**config.mk**
```make
export PLATFORM = sky130hd
export DESIGN_NAME = shift_register_sequencer
export DESIGN_NICKNAME = d
export VERILOG_FILES = /design/src/rtl/shift_register_sequencer.sv
export SDC_FILE = /design/constraint.sdc
export NUM_CORES = 1
export LEC_CHECK = 0
export CAP_MARGIN = 30
export CORE_ASPECT_RATIO = 1.75
export CORE_MARGIN = 2
export CORE_UTILIZATION = 49
export CTS_BUF_LIST = sky130_fd_sc_hd__clkbuf_8
export CTS_CLUSTER_DIAMETER = 100
export CTS_CLUSTER_SIZE = 12
export DETAILED_ROUTE_END_ITERATION = 7
export GPL_TIMING_DRIVEN = 0
export PLACE_DENSITY = 0.86
export SYNTH_ARGS = -nofsm -noshare
export SYNTH_HDL_FRONTEND = slang
export SYNTH_SLANG_ARGS = --single-unit
```
**constraint.sdc**
```tcl
create_clock -name CLK -period 4.3 [get_ports CLK]
set_input_delay 0.43 -clock CLK [delete_from_list [all_inputs] [get_ports CLK]]
set_output_delay 0.43 -clock CLK [all_outputs]
set_load 0.03 [all_outputs]
```
**src/rtl/shift_register_sequencer.sv**
```systemverilog
// Sequencer for an N-bit parallel-load universal shift register: loads a word,
// shifts it K times with a fill bit, streams the departing bits, captures the result.
module shift_register_sequencer #(
    parameter int N  = 8,
    parameter int CW = 4
) (
    input  logic          CLK,
    input  logic          RST,
    input  logic          START,
    input  logic          DIR,
    input  logic          FILL,
    input  logic [N-1:0]  DATA_IN,
    input  logic [CW-1:0] COUNT,
    input  logic [N-1:0]  REG_Q,
    output logic [1:0]    SEL,
    output logic [N-1:0]  REG_D,
    output logic          ILEFT,
    output logic          IRIGHT,
    output logic          SER_OUT,
    output logic          SER_VALID,
    output logic          BUSY,
    output logic          DONE,
    output logic [N-1:0]  RESULT
);

    typedef enum logic [1:0] {
        IDLE,
        LOAD,
        SHIFT,
        FINISH
    } state_t;

    localparam logic [CW-1:0] N_SAT = CW'(N);

    state_t        state;
    state_t        state_next;
    logic [CW-1:0] shift_cnt;
    logic [CW-1:0] shift_cnt_next;
    logic [CW-1:0] k_sat;
    logic          dir_q;
    logic          fill_q;
    logic          accept;
    logic [1:0]    sel_next;
    logic          fill_next;

    assign k_sat  = (COUNT > N_SAT) ? N_SAT : COUNT;
    assign accept = (state == IDLE) && START;

    // Outputs are decoded from the next state so they appear registered in the cycle that state is entered
    always_comb begin
        state_next     = state;
        shift_cnt_next = shift_cnt;
        sel_next       = 2'b00;
        fill_next      = 1'b0;

        case (state)
            IDLE: begin
                if (START) begin
                    state_next     = LOAD;
                    shift_cnt_next = k_sat;
                end
            end
            LOAD: begin
                state_next = (shift_cnt != '0) ? SHIFT : FINISH;
            end
            SHIFT: begin
                shift_cnt_next = shift_cnt - CW'(1);
                if (shift_cnt == CW'(1)) begin
                    state_next = FINISH;
                end
            end
            FINISH: begin
                state_next = IDLE;
            end
            default: begin
                state_next = IDLE;
            end
        endcase

        case (state_next)
            LOAD:    sel_next = 2'b01;
            SHIFT: begin
                sel_next  = dir_q ? 2'b11 : 2'b10;
                fill_next = fill_q;
            end
            default: sel_next = 2'b00;
        endcase
    end

    always_ff @(posedge CLK) begin
        if (RST) begin
            state     <= IDLE;
            shift_cnt <= '0;
            dir_q     <= 1'b0;
            fill_q    <= 1'b0;
            SEL       <= 2'b00;
            REG_D     <= '0;
            ILEFT     <= 1'b0;
            IRIGHT    <= 1'b0;
            SER_OUT   <= 1'b0;
            SER_VALID <= 1'b0;
            BUSY      <= 1'b0;
            DONE      <= 1'b0;
            RESULT    <= '0;
        end else begin
            state     <= state_next;
            shift_cnt <= shift_cnt_next;
            if (accept) begin
                dir_q  <= DIR;
                fill_q <= FILL;
                REG_D  <= DATA_IN;
            end
            SEL       <= sel_next;
            ILEFT     <= fill_next;
            IRIGHT    <= fill_next;
            BUSY      <= (state_next != IDLE);
            SER_VALID <= (state == SHIFT);
            // REG_Q still shows the pre-shift word here, so its edge bit is the one leaving
            if (state == SHIFT) begin
                SER_OUT <= dir_q ? REG_Q[0] : REG_Q[N-1];
            end
            DONE <= (state == FINISH);
            if (state == FINISH) begin
                RESULT <= REG_Q;
            end
        end
    end

endmodule

```
==> run metrics, run 1 <==
Max H-tree Level=2; fill cell total of the finished layout=roughly 220; synth-to-layout area growth=43.3%; detailed-placement wirelength estimate=around 2500 microns; nets@finish=237; Fmax=486 MHz; number of instances in the synthesized netlist=146; remaining routing DRC violations=0; leading cell types in the layout, fill and taps excluded=48 x clkdlybuf4s50_1, 31 x dfxtp_1, 23 x nand2_1; layout cells sized above 1=0.0891; combined global-route utilization of all metal layers=0.224; worst slew margin relative to its limit=0.688; TritonCTS clock tree=done; post-synthesis cell type count=32; number of hold-slack violations in the final timing report=0; number of setup violations in the final report=0; async set or reset register ratio after synthesis=0; non-filler cells, final=about 230; Post-synth top flop=dfxtp_1; maximum ir drop on the vdd rail=~0.0003 V; leftover overflow at the end of global routing=0; number of max-capacitance violations reported=0; clock sink count=31; average routed wire per standard cell=14.2 microns; latest clock arrival within the worst-skew pair=around 0.28 ns; Final Core Density=0.733; Resized cells post-CTS=0; number of pins with negative max-slew slack in the final report=0; hold crit path type=reg2reg; Clock Root Buffer=clkbuf_8; pin count of the biggest net entering global routing=11; result of the run=completed; Port Buffers=48; part of the cycle the worst path needs=0.478; cell area reported after detailed placement=about 1900 sq um; via count of the first global-routing pass=1,174; Data required, critical path=roughly 4.5 ns; number of post-CTS setup repair buffers=0; most common library cell in the layout ignoring fill and taps=clkdlybuf4s50_1; min Tclk post-route=~2.1 ns; part of the Yosys area used for sequential elements=0.451; number of inserted diodes=0; routed via count divided by cell count=5.15; final setup TNS=0 ns; Cell Pwr Density=489 nW/um^2; Starting Density=0.512; capturing element type of the critical path=flip-flop; largest buffer count on any clock path=2; Data arrival, critical path=2.20 ns; DRT Wirelength=between 3000 and 4000 microns; setup repair after global routing missed its margin=false; number of warnings issued by yosys=0; Net Count, Synth=about 180; height of the chip=74.1 microns; die area=3270 sq um; clock edge transition at the registers on the reported setup and hold paths=0.06 ns; Via Count=between 1,000 and 1,500; Core Box Area=~2700 sq um; final instance area=1970 sq um; total number of placement rows=25; total clock buffers created by CTS=5; worst clock skew=0.00371 ns; Slew @ Worst Pin=~0.47 ns; Leak=just under 0.8 nW; DRC violation total after the first TritonRoute iteration=36; flop and latch count out of synthesis=31; category of the critical setup timing path=reg2reg; num ports=a little under 50; critical path startpoint category=flip-flop; global-route wire length before repair=around 5200 microns; Horiz. Die Dim=44.1 microns; post-detailed-route count of antenna-violating nets=0; 1st-pass router iterations=4; CTS hold repair buffers=0; synthesized area divided by synthesized cell count=between 9 and 10 sq um; worst-path maximum fanout=8; Cells after DPL=between 200 and 250; RePlAce Congestion=0.923; number of flops mapped to enable cells by yosys=0; antenna violations before repair=0; cell area after synthesis=approximately 1400 sq um
==> Yosys cell counts (all sizes together), types with 2 or more instances <==
master	n	share of area
a211oi	3	0.024
a21oi	14	0.051
buf	5	0.034
clkbuf	3	0.0082
dfxtp	31	0.45
ha	11	0.10
inv	7	0.019
mux2i	10	0.075
nand2	23	0.063
nand2b	2	0.0091
nor2	15	0.041
nor2b	4	0.018
nor3b	2	0.011
o21ai	2	0.0073
==> final timing paths <==
check,endpoint,slack (ns),startpoint,cells past startpoint
setup reg to reg,SEL[0],2.24,state[0],8
hold reg to reg,IRIGHT,0.44,fill_q,2
hold / removal,IRIGHT,0.44,fill_q,2
setup / recovery,SEL[0],2.24,state[0],8
==> final cells by class <==
cell class | count | area (sq um) | area share
flip-flops and latches | 31 | 621 | 0.315
clock inverters | 3 | 12.5 | 0.00635
multi-input cells | 100 | 672 | 0.341
plain buffers | 8 | 57.6 | 0.0292
inverters | 7 | 26.3 | 0.0133
well taps | 27 | 33.8 | 0.0171
clock buffers | 5 | 68.8 | 0.0349
repair buffers | 48 | 480 | 0.244
==> per-stage QoR <==
step / worst slack, ns / hold WS (ns) / total power (W)
floorplan: 2.53 / 0.410 / 0.000630
global placement: 2.24 / 0.443 / 0.000744
detailed placement: 2.19 / 0.440 / 0.000762
CTS: 2.26 / 0.448 / 0.000976
global route: 2.08 / 0.453 / 0.00103
finish: 2.24 / 0.444 / 0.000964
==> state kept, by name, indices dropped and copies added (netlist names) <==
name	cells
REG_D	8
RESULT	8
shift_cnt	4
SEL	2
state	2
BUSY	1
DONE	1
IRIGHT	1
SER_OUT	1
SER_VALID	1
dir_q	1
fill_q	1
==> worst max-delay path, stage by stage, from the launching register on <==
cell and delay [ns]:
dfxtp_1 0.39, inv_1 0.08, ha_1 0.32, a22o_1 0.27
a211oi_2 0.36, inv_1 0.10, ha_1 0.22, a21oi_1 0.12
nor3b_1 0.06
==> report_power, final <==
part	total (W)	switching, W	leakage (nW)	internal [W]
Combinational	0.000394	0.000212	0.473	0.000182
Sequential	0.000360	0.0000274	0.253	0.000332
Clock	0.000210	0.000101	0.0505	0.000108
Total	0.000964	0.000341	0.777	0.000623
==> metal layers <==
layer  global-route usage  vias up  share of wire
met5                    0        -              0
met4                0.111        0          0.024
met3               0.0631        9          0.050
met2                0.407       37           0.57
met1                0.227      542           0.36
li1                     -      591              -
==> cell families after synthesis <==
group / share of synthesized area
buffers and inverters: 0.0609
flip-flops: 0.451
adder cells (fa/ha/maj): 0.100
multiplexers: 0.0864
AO/OA/AOI/OAI: 0.120
AND/OR/NAND/NOR: 0.182
Power figures use the tool's default switching activity.
==> run 2, diff against run 1 <==
--- a/config.mk
+++ b/config.mk
@@ -8,13 +8,13 @@
 export CAP_MARGIN = 30
 export CORE_ASPECT_RATIO = 1.75
 export CORE_MARGIN = 2
-export CORE_UTILIZATION = 49
+export CORE_UTILIZATION = 46
 export CTS_BUF_LIST = sky130_fd_sc_hd__clkbuf_8
 export CTS_CLUSTER_DIAMETER = 100
 export CTS_CLUSTER_SIZE = 12
 export DETAILED_ROUTE_END_ITERATION = 7
 export GPL_TIMING_DRIVEN = 0
-export PLACE_DENSITY = 0.86
+export PLACE_DENSITY = 0.82
 export SYNTH_ARGS = -nofsm -noshare
 export SYNTH_HDL_FRONTEND = slang
 export SYNTH_SLANG_ARGS = --single-unit
==> constraint.sdc (replaced) <==
create_clock -name CLK -period 2 [get_ports CLK]
set_input_delay 0.2 -clock CLK [delete_from_list [all_inputs] [get_ports CLK]]
set_output_delay 0.2 -clock CLK [all_outputs]
set_load 0.03 [all_outputs]
==> run 2 against run 1 <==
First-iteration DRC count down 64%. Global-route usage is 0.46 points lower. Maximum frequency rose by 8.9%. Setup slack got worse by 2.1 ns. Sequential share of layout area decreased by 0.77 points. Clock power grew to 3.1 times the previous value. Cell area grew 2.9%. Core utilization is 3.2 points lower. Cell count up 0.87%. Wire length up 2.4%. Critical path type unchanged. Largest power group unchanged.
==> run metrics, run 2 (synthesis results as in run 1) <==
number of setup violations in the final report=0; number of max-capacitance violations reported=0; capturing element type of the critical path=flip-flop; remaining routing DRC violations=0; num ports=49; Data arrival, critical path=between 2 and 2.5 ns; height of the chip=around 76 microns; layout cells sized above 1=0.118; detailed-placement wirelength estimate=about 2500 microns; result of the run=completed; worst-path maximum fanout=8; pin count of the biggest net entering global routing=11; post-detailed-route count of antenna-violating nets=0; category of the critical setup timing path=reg2reg; clock edge transition at the registers on the reported setup and hold paths=around 0.07 ns; fill cell total of the finished layout=around 240; latest clock arrival within the worst-skew pair=around 0.28 ns; Fmax=530 MHz; RePlAce Congestion=0.902; TritonCTS clock tree=done; Cells after DPL=222; number of hold-slack violations in the final timing report=0; average routed wire per standard cell=14.4 microns; Data required, critical path=2.15 ns; non-filler cells, final=about 230; DRT Wirelength=approximately 3300 microns; DRC violation total after the first TritonRoute iteration=13; leftover overflow at the end of global routing=0; clock sink count=31; Horiz. Die Dim=45.4 microns; most common library cell in the layout ignoring fill and taps=clkdlybuf4s50_1; multi-input logic area=between 600 and 700 sq um; critical path startpoint category=flip-flop; largest registers=REG_D: 8 flops, RESULT: 8 flops, shift_cnt: 4 flops; combined global-route utilization of all metal layers=0.220; 1st-pass router iterations=4; total clock buffers created by CTS=5; part of the cycle the worst path needs=0.944; number of inserted diodes=0; Leak=0.793 nW; cell area reported after detailed placement=1890 sq um; global-route wire length before repair=5600 microns; CTS hold repair buffers=0; synth-to-layout area growth=47.5%; largest buffer count on any clock path=2; hold crit path type=reg2reg; Cell Pwr Density=1140 nW/um^2; routed via count divided by cell count=roughly 5.2; Clock Root Buffer=clkbuf_8; Max H-tree Level=2; worst clock skew=about 0.0035 ns; nets@finish=between 200 and 250; antenna violations before repair=0; Core Box Area=2900 sq um; number of pins with negative max-slew slack in the final report=0; Slew @ Worst Pin=just over 0.5 ns; total number of placement rows=26; Via Count=approximately 1,200; maximum ir drop on the vdd rail=0.000695 V; final instance area=approximately 2000 sq um; Port Buffers=48; total design power=between 0.002 and 0.0025 W; area of all sequential standard cells=623 sq um; via count of the first global-routing pass=1,330; Final Core Density=0.701; leading cell types in the layout, fill and taps excluded=48 x clkdlybuf4s50_1, 29 x dfxtp_1, 23 x nand2_1; worst slew margin relative to its limit=0.658; setup repair after global routing missed its margin=false; Starting Density=0.475; die area=3460 sq um; min Tclk post-route=~1.9 ns
==> run 2: worst paths after layout <==
path / start / endpoint / slack (ns) / depth (start not counted)
setup / recovery: state[0] / SEL[0] / 0.11 / 8
hold / removal: fill_q / IRIGHT / 0.44 / 2
setup reg to reg: state[0] / SEL[0] / 0.11 / 8
hold reg to reg: fill_q / IRIGHT / 0.44 / 2
==> run 2: where the power goes <==
part	internal [W]	switching (W)	leakage, nW
clock	0.000403	0.000241	0.0612
combinational	0.000416	0.000474	0.478
sequential	0.000717	0.0000548	0.254
==> run 2: worst max-delay path: stages (launching register included) <==
cell and delay, ns:
dfxtp_2 0.35, inv_1 0.06, ha_2 0.24, a22o_1 0.26
a211oi_4 0.34, inv_1 0.08, ha_1 0.21, a21oi_1 0.14
nor3b_1 0.07
==> run 2: stage by stage <==
step	setup WS (ns)	hold WS [ns]	setup TNS [ns]
finish	0.112	0.438	0
global placement	0.0839	0.423	0
detailed placement	-0.00811	0.424	-0.00811
CTS	0.0251	0.438	0
global route	0.0196	0.456	0
floorplan	0.234	0.336	0
==> run 2: metal layers <==
metal / track usage / part of all wire / vias to the layer above
met5: 0 / 0 / -
met3: 0.0687 / 0.058 / 8
met4: 0.121 / 0.024 / 0
li1: - / - / 591
met1: 0.214 / 0.35 / 555
met2: 0.381 / 0.57 / 42
==> run 2: final cells by class <==
class                           count  area share
Inverter                            7      0.0129
Clock buffer                        6      0.0407
Multi-Input combinational cell    100       0.336
Tap cell                           28      0.0173
Sequential cell                    31       0.307
Clock inverter                      2      0.0173
Timing Repair Buffer               49       0.240
Buffer                              8      0.0284
==> run 2: what timing repair did <==
| action | 4_1_cts | 5_1_grt |
|---|---|---|
| setup endpoints to repair | 1 | 1 |
| setup buffers | 0 | 1 |
| pin swaps | 0 | 1 |
| gates resized for setup | 1 | 3 |
| endpoints found under the hold margin | 0 | 0 |
==> run 3, diff against run 2 <==
--- a/config.mk
+++ b/config.mk
@@ -5,8 +5,6 @@
 export SDC_FILE = /design/constraint.sdc
 export NUM_CORES = 1
 export LEC_CHECK = 0
-export CAP_MARGIN = 30
-export CORE_ASPECT_RATIO = 1.75
 export CORE_MARGIN = 2
 export CORE_UTILIZATION = 46
 export CTS_BUF_LIST = sky130_fd_sc_hd__clkbuf_8
@@ -18,3 +16,4 @@
 export SYNTH_ARGS = -nofsm -noshare
 export SYNTH_HDL_FRONTEND = slang
 export SYNTH_SLANG_ARGS = --single-unit
+export TNS_END_PERCENT = 1
==> run 3 against run 2 <==
The flow now finishes with violations (design-rule violations). Clock skew is 0.0029 ns higher. Register-to-register slack is essentially flat. Maximum frequency increased by 0.80%. Die area shrank 0.50%. Count of clock-buffer cells in the layout fell by 1. Clock power shrank 8.9%. Cell area up 0.37%. Critical path depth is 1 lower. Non-clock buffer count is 2 higher. Critical endpoint unchanged. Largest cell class unchanged. Highest routed layer unchanged.
==> run metrics, run 3 (synthesis results as in run 1) <==
depth of the most critical reg-to-reg path=7; die area=approximately 3400 sq um; layout cells sized above 1=0.118; number of pins with negative max-slew slack in the final report=0; DRC violation total after the first TritonRoute iteration=17; DRT Wirelength=~3200 microns; number of hold-slack violations in the final timing report=0; worst-path maximum fanout=4; average routed wire per standard cell=around 14 microns; capturing element type of the critical path=flip-flop; Data required, critical path=around 2.2 ns; Horiz. Die Dim=58.7 microns; hold crit path type=reg2reg; Port Buffers=48; number of setup violations in the final report=0; Fmax=roughly 530 MHz; top cell family by delay on the critical path=compound AO/OA/AOI/OAI gates; slowest library cell on the worst path=dfxtp_1; Data arrival, critical path=just over 2 ns; routed via count divided by cell count=approximately 5.2; part of the cycle the worst path needs=0.937; Clock Root Buffer=clkbuf_8; critical path, cell by cell=inv_1, ha_1, a22o_1, a211oi_4, buf_4, ha_1, nor3b_1; CTS hold repair buffers=0; stages on the worst setup path=7; worst clock skew=between 0.006 and 0.007 ns; min Tclk post-route=between 1.5 and 2 ns; number of max-capacitance violations reported=0; worst slew margin relative to its limit=0.663; clock sink count=31; num ports=49; Slew @ Worst Pin=between 0.5 and 0.6 ns; pin count of the biggest net entering global routing=11; critical path startpoint category=flip-flop; RePlAce Congestion=just under 0.8; via count of the first global-routing pass=roughly 1,200; global-route wire length before repair=between 5000 and 6000 microns; leftover overflow at the end of global routing=0; category of the critical setup timing path=reg2reg; most repeated library cell on the critical path=ha_1; setup repair after global routing missed its margin=false; total number of placement rows=19; largest registers=REG_D: 8 flops, RESULT: 8 flops, shift_cnt: 4 flops; violations in the final reports=design-rule violations; cell count of the worst hold path=2; total clock buffers created by CTS=5; nets@finish=240; antenna violations before repair=0; Starting Density=0.491; leading cell types in the layout, fill and taps excluded=48 x clkdlybuf4s50_1, 30 x dfxtp_1, 23 x nand2_1; clock edge transition at the registers on the reported setup and hold paths=0.06 ns; remaining routing DRC violations=2; Final Core Density=0.726; number of inserted diodes=0; most common library cell in the layout ignoring fill and taps=clkdlybuf4s50_1; height of the chip=between 50 and 60 microns; Max H-tree Level=2; Core Box Area=~2800 sq um; Via Count=1,213; final setup TNS=0 ns; Leak=0.799 nW; fill cell total of the finished layout=233; synth-to-layout area growth=48.0%; number of buffer and inverter stages on the critical path=2; combined global-route utilization of all metal layers=0.199; TritonCTS clock tree=done; latest clock arrival within the worst-skew pair=~0.29 ns; post-detailed-route count of antenna-violating nets=0; 1st-pass router iterations=6; result of the run=finished, violations left; largest buffer count on any clock path=2; Cell Pwr Density=about 1100 nW/um^2; delay of the slowest cell on the worst path=roughly 0.39 ns; maximum ir drop on the vdd rail=about 0.00086 V; detailed-placement wirelength estimate=2340 microns
run 3: area by class of cell:
| class | count | area, sq um | share of cell area |
|---|---|---|---|
| plain buffers | 8 | 57.6 | 0.0283 |
| repair buffers | 51 | 503 | 0.247 |
| clock inverters | 2 | 33.8 | 0.0166 |
| flip-flops and latches | 31 | 622 | 0.305 |
| clock buffers | 5 | 68.8 | 0.0338 |
| multi-input cells | 100 | 687 | 0.337 |
| well taps | 31 | 38.8 | 0.0190 |
| inverters | 7 | 26.3 | 0.0129 |
run 3: worst paths after layout:
path,startpoint,end,slack [ns]
hold reg to reg,fill_q,IRIGHT,0.43
hold / removal,fill_q,IRIGHT,0.43
setup / recovery,shift_cnt[0],SEL[0],0.13
setup reg to reg,shift_cnt[0],SEL[0],0.13
run 3: metrics by stage:
stage	hold WS, ns	setup WS (ns)	area [sq um]	power [W]	cells
after CTS	0.430	0.0295	2010	0.00224	232
after global routing	0.459	0.00116	2040	0.00241	235
after global placement	0.421	0.0937	1900	0.00160	225
after floorplan	0.336	0.234	1380	0.00136	146
final	0.428	0.127	2040	0.00229	235
after detailed placement	0.422	0.000265	1900	0.00164	225
run 3: power by group:
part	total, W	internal [W]	leakage, nW	switching [W]
combinational	0.000925	0.000442	0.490	0.000483
clock	0.000586	0.000359	0.0554	0.000227
sequential	0.000774	0.000716	0.253	0.0000580
run 3: metal layers:
metal	vias to the layer above	track usage	routed length, microns
met1	566	0.197	1300
met4	0	0.0942	59
li1	596	-	-
met5	-	0	0
met3	9	0.0901	289
met2	42	0.352	1590
run 3: worst register-to-register path, delay by kind of cell, from the launching register on:
family / cells / cell delay, ns
AOI/OAI and AO/OA: 2 / 0.54
DFF: 1 / 0.39
buffers and inverters: 2 / 0.26
adders and majority gates: 2 / 0.41
and+or+nand+nor: 1 / 0.13
run 3: timing repair:
item / 4_1_cts / 5_1_grt
buffers inserted: 0 / 3
resized for setup: 1 / 3
endpoints found under the setup margin: 1 / 1
pin swaps: 0 / 1
gates cloned: 0 / 0
